<file path="config.mk">
export PLATFORM = sky130hd
export DESIGN_NAME = adder_operand_sequencer
export DESIGN_NICKNAME = d
export VERILOG_FILES = /design/src/rtl/adder_seq_pkg.sv /design/src/rtl/add_status_flags.sv /design/src/rtl/adder_operand_sequencer.sv
export SDC_FILE = /design/constraint.sdc
export NUM_CORES = 1
export LEC_CHECK = 0
export CAP_MARGIN = 15
export CORE_MARGIN = 4
export CORE_UTILIZATION = 45
export CTS_CLUSTER_DIAMETER = 60
export DETAILED_ROUTE_END_ITERATION = 7
export DONT_BUFFER_PORTS = 1
export GPL_TIMING_DRIVEN = 0
export HOLD_SLACK_MARGIN = 0.08
export PLACE_DENSITY_LB_ADDON = 0.12
export SLEW_MARGIN = 20
export SYNTH_ARGS = -nofsm -noshare
export SYNTH_HDL_FRONTEND = slang
export SYNTH_SLANG_ARGS = --single-unit
</file>
<file path="constraint.sdc">
create_clock -name clk_i -period 2.7 [get_ports clk_i]
set_clock_uncertainty 0.15 [all_clocks]
set_input_delay 0.405 -clock clk_i [delete_from_list [all_inputs] [get_ports clk_i]]
set_output_delay 0.405 -clock clk_i [all_outputs]
set_load 0.01 [all_outputs]
</file>
<file path="src/rtl/adder_seq_pkg.sv">
// Shared types and constants for the adder operand sequencer.
package adder_seq_pkg;

  localparam int DEFAULT_WIDTH = 16;

  // Settle counter width, enough for the largest legal settle window of 15.
  localparam int CNT_W = 4;

  typedef enum logic [1:0] {
    IDLE,
    SETTLE,
    DONE
  } seq_state_e;

endpackage

</file>
<file path="src/rtl/add_status_flags.sv">
// Combinational status flags derived from the adder operands and sum.
module add_status_flags
  import adder_seq_pkg::*;
#(
  parameter int WIDTH = DEFAULT_WIDTH
) (
  input  logic [WIDTH-1:0] a_i,
  input  logic [WIDTH-1:0] b_i,
  input  logic [WIDTH-1:0] sum_i,
  output logic             zero_o,
  output logic             ovf_o
);

  // Zero when every sum bit is clear; overflow when like-signed operands
  // give a sum of the opposite sign. The carry-in never enters the rule.
  always_comb begin
    zero_o = ~|sum_i;
    ovf_o  = (a_i[WIDTH-1] == b_i[WIDTH-1]) && (sum_i[WIDTH-1] != a_i[WIDTH-1]);
  end

endmodule

</file>
<file path="src/rtl/adder_operand_sequencer.sv">
// Valid/ready sequencer that holds operands on an external adder for a
// fixed settle window, then captures the sum with status flags.
module adder_operand_sequencer
  import adder_seq_pkg::*;
#(
  parameter int WIDTH         = DEFAULT_WIDTH,
  parameter int SETTLE_CYCLES = 2
) (
  input  logic             clk_i,
  input  logic             rst_ni,
  input  logic             in_valid_i,
  output logic             in_ready_o,
  input  logic [WIDTH-1:0] in_a_i,
  input  logic [WIDTH-1:0] in_b_i,
  input  logic             in_cin_i,
  output logic [WIDTH-1:0] add_a_o,
  output logic [WIDTH-1:0] add_b_o,
  output logic             add_cin_o,
  input  logic [WIDTH-1:0] add_sum_i,
  input  logic             add_cout_i,
  output logic             out_valid_o,
  input  logic             out_ready_i,
  output logic [WIDTH-1:0] out_sum_o,
  output logic             out_cout_o,
  output logic             out_zero_o,
  output logic             out_ovf_o
);

  if (SETTLE_CYCLES < 1 || SETTLE_CYCLES > 15) begin : g_bad_settle
    $error("adder_operand_sequencer: SETTLE_CYCLES must be within 1..15");
  end

  localparam logic [CNT_W-1:0] CNT_LOAD = CNT_W'(SETTLE_CYCLES - 1);

  seq_state_e       state_q;
  logic [CNT_W-1:0] cnt_q;
  logic [CNT_W-1:0] cnt_d;
  logic [WIDTH-1:0] add_a_q;
  logic [WIDTH-1:0] add_b_q;
  logic             add_cin_q;
  logic             out_valid_q;
  logic [WIDTH-1:0] out_sum_q;
  logic             out_cout_q;
  logic             out_zero_q;
  logic             out_ovf_q;
  logic             flag_zero;
  logic             flag_ovf;
  logic             accept;

  add_status_flags #(
    .WIDTH (WIDTH)
  ) u_flags (
    .a_i    (add_a_q),
    .b_i    (add_b_q),
    .sum_i  (add_sum_i),
    .zero_o (flag_zero),
    .ovf_o  (flag_ovf)
  );

  // Ready in IDLE, or in DONE when the held result leaves this same cycle.
  always_comb begin
    in_ready_o = (state_q == IDLE) || ((state_q == DONE) && out_ready_i);
    accept     = in_valid_i && in_ready_o;
    cnt_d      = cnt_q - CNT_W'(1);
  end

  // Sequencing FSM: load operands on accept, count out the settle window,
  // capture the adder result, then hold it until downstream takes it.
  always_ff @(posedge clk_i or negedge rst_ni) begin
    if (!rst_ni) begin
      state_q     <= IDLE;
      cnt_q       <= '0;
      add_a_q     <= '0;
      add_b_q     <= '0;
      add_cin_q   <= 1'b0;
      out_valid_q <= 1'b0;
      out_sum_q   <= '0;
      out_cout_q  <= 1'b0;
      out_zero_q  <= 1'b0;
      out_ovf_q   <= 1'b0;
    end else begin
      case (state_q)
        IDLE: begin
          if (accept) begin
            add_a_q   <= in_a_i;
            add_b_q   <= in_b_i;
            add_cin_q <= in_cin_i;
            cnt_q     <= CNT_LOAD;
            state_q   <= SETTLE;
          end
        end
        SETTLE: begin
          if (cnt_q != '0) begin
            cnt_q <= cnt_d;
          end else begin
            out_sum_q   <= add_sum_i;
            out_cout_q  <= add_cout_i;
            out_zero_q  <= flag_zero;
            out_ovf_q   <= flag_ovf;
            out_valid_q <= 1'b1;
            state_q     <= DONE;
          end
        end
        DONE: begin
          if (out_ready_i) begin
            out_valid_q <= 1'b0;
            if (accept) begin
              add_a_q   <= in_a_i;
              add_b_q   <= in_b_i;
              add_cin_q <= in_cin_i;
              cnt_q     <= CNT_LOAD;
              state_q   <= SETTLE;
            end else begin
              state_q <= IDLE;
            end
          end
        end
        default: begin
          state_q <= IDLE;
        end
      endcase
    end
  end

  // Every downstream-facing output comes straight from a register.
  always_comb begin
    add_a_o     = add_a_q;
    add_b_o     = add_b_q;
    add_cin_o   = add_cin_q;
    out_valid_o = out_valid_q;
    out_sum_o   = out_sum_q;
    out_cout_o  = out_cout_q;
    out_zero_o  = out_zero_q;
    out_ovf_o   = out_ovf_q;
  end

endmodule
</file>
==> flow_summary.ini <==
[synthesis]
syn_nets = 216
synthArstFlopShare_pct = 100
yosysTopAreaCell = dfrtp_1
synth_top_cell_area_share_pct = 61.9
seq_area_frac_synth_pct = 61.9
synth-edff-count = 0
ys_top_cells_by_count = dfrtp_1 (59), mux2_2 (50), inv_1 (7)
yosysMostFrequentCell = dfrtp_1
syn_area_um2 = 2380
synth_top_flop_cell = dfrtp_1
ys_seq_elements = 59
synth_cells = 160
ys_top_cells_by_area = dfrtp_1 (62%), mux2_2 (24%), inv_1 (1.1%)
synth_area_per_cell_um2 = 14.9
yosysUniqueCellTypes = 25
ys_warn_count = 0

[routing]
ant_nets = 0
dr_total_vias = 1492
drc_errors = 0
first_pass_iters = 6
drt-wirelength-per-cell_um = 17.6
vias_per_cell = 5.06
wl_um = 5180
drtIter0Drc = 41

[layout]
drive_above_1_share_pct = 32.0
final_core_util_pct = 62.3
final_area_um2 = 3180
antenna_cells = 0
area_delta_synth_final_pct = 33.5
fin_nets = 277

[grt]
grtUsageTotal_pct = 16.6
use_met3_pct = 7.10
antenna_found_initial = 0
grt_overflow = 0
grt_max_degree = 60
use_met1_pct = 17.5
use_met2_pct = 29.6
grt_pass1_wl_um = 8050
grt-busiest-layer = met2
grt_pass1_vias = 1681

[floorplan]
core_um2 = 5110
ios = 108
dieWidth_um = 80.8
row_count = 26
die_h_um = 80.8
dieArea_um2 = 6530
start_util_pct = 46.7

[worst_setup_path]
crit_required_ps = 2750
r2r_slack_ps = 640
worstPathMaxFanout = 10
critical_path_class = flip-flop to flip-flop
end_kind = flip-flop
critPathLaunchType = flip-flop
critical_path_arrival_ps = 2110

[flow_run]
cap_viol_max_count = 0

[sta]
fin_crit_ps = 2060
setup_ws_ps = 640
setup_viol = 0
final-hold-violation-count = 0
fin_crit_sh_pct = 76.3
tightestPinTransition_ps = 436
slew_headroom_pct = 71.0
slew_violations = 0
max_freq_ghz = 0.485
setup-tns-final_ps = 0
rsz0062_at_grt = false

[status]
outcome = finished, final reports clean

[pwr]
p_per_area_nw_per_um2 = 1140
ir_drop_mv = 0.573
p_leak_nw = 1.36
totalPowerFinal_mw = 3.64

[clocking]
cts_resized = 0
clkSinkCount = 59
cts_tree = built
clockBufferDepth = 2
hold_buffers = 46
ctsRootBufferMaster = clkbuf_8
htree_levels = 3
cts.reportedPaths.clkPinSlew_ps = 60
cts_buffers = 9
post-cts-setup-buffers = 0
clkLatencyLatePin_ps = 310

[place]
pre_cts_slack_ps = 635
place_hpwl_um = 3420
dpl-instance-area_um2 = 2470
port_buffers = 0
globalplace.congestion = 0.665

[min_path]
hp-class = primary input to flip-flop
final timing paths:
path / to / from / depth (start not counted)
max: out_sum_o[8]$_DFFE_PN0P_ / cnt_q[0]$_DFFE_PN0P_ / 6
min in group asynchronous: add_a_o[10]$_DFFE_PN0P_ / rst_ni / 2
min reg2reg: add_a_o[13]$_DFFE_PN0P_ / add_a_o[13]$_DFFE_PN0P_ / 1
min: out_sum_o[7]$_DFFE_PN0P_ / add_sum_i[7] / 1
max reg2reg: out_sum_o[8]$_DFFE_PN0P_ / cnt_q[0]$_DFFE_PN0P_ / 6
max in group asynchronous: out_cout_o$_DFFE_PN0P_ / rst_ni / 2
cell type report:
type                       count  area (µm²)
clock inverter                 2        35.0
buffer                         6        50.0
multi-input combinational     88         832
inverter                       7        26.3
tap                           70        87.6
sequential                    59        1480
fill                         394        1920
timing repair buffer          50         518
clock buffer                  13         159
worst max-delay path: stages (launching register included):
cell and delay [ps]:
dfrtp_1 380, inv_1 110, ha_1 200, or3b_1 410, nor2_2 160, buf_6 180, mux2_2 350
registers in the layout, indices dropped and copies added, names as in the netlist:
register and count:
add_a_o 16, add_b_o 16, out_sum_o 16, cnt_q 4, state_q 2, add_cin_o 1, out_cout_o 1, out_ovf_o 1
out_valid_o 1, out_zero_o 1
placed cells by master (no fill, tap or decap), types with 2 or more instances in the layout:
cell,count
ha_1,2
clkbuf_8,11
nor4_1,4
o22ai_1,4
mux2i_1,2
nor2b_1,2
nand2_1,2
dfrtp_1,59
inv_1,7
buf_4,3
buf_6,2
mux2_1,2
a21oi_1,4
dlygate4sd3_1,49
mux2_2,50
nand2b_1,4
nor2_1,3
clkbuf_1,2
cell families (layout without fill, tap and decap cells):
| kind of cell | count (synthesis) | in the layout | synth area share [%] |
|---|---|---|---|
| AOI/OAI and AO/OA | 12 | 12 | 3.62 |
| adders and majority gates | 2 | 2 | 1.05 |
| buffers and inverters | 13 | 78 | 3.20 |
| DFF | 59 | 59 | 61.9 |
| muxes | 54 | 54 | 25.4 |
| and+or+nand+nor | 20 | 20 | 4.83 |
through the flow:
stage	hold slack, ps	cells
floorplan	-40.6	160
global placement	-39.2	230
detailed placement	-39.3	230
CTS	80.9	291
global route	83.1	295
finish	95.6	295
routing by layer:
layer	share of wire (%)	wire length (µm)
met1	34	1780
met2	55	2830
met3	10	531
met4	0.69	36
met5	0	0
where the power goes:
group | leakage (nW) | switching (mW) | internal (mW) | total [mW]
clock | 0.0995 | 0.302 | 0.471 | 0.773
sequential | 0.701 | 0.526 | 1.33 | 1.86
combinational | 0.560 | 0.390 | 0.614 | 1.00
total | 1.36 | 1.22 | 2.42 | 3.64
Note: power is estimated with default switching activity, not from simulation.
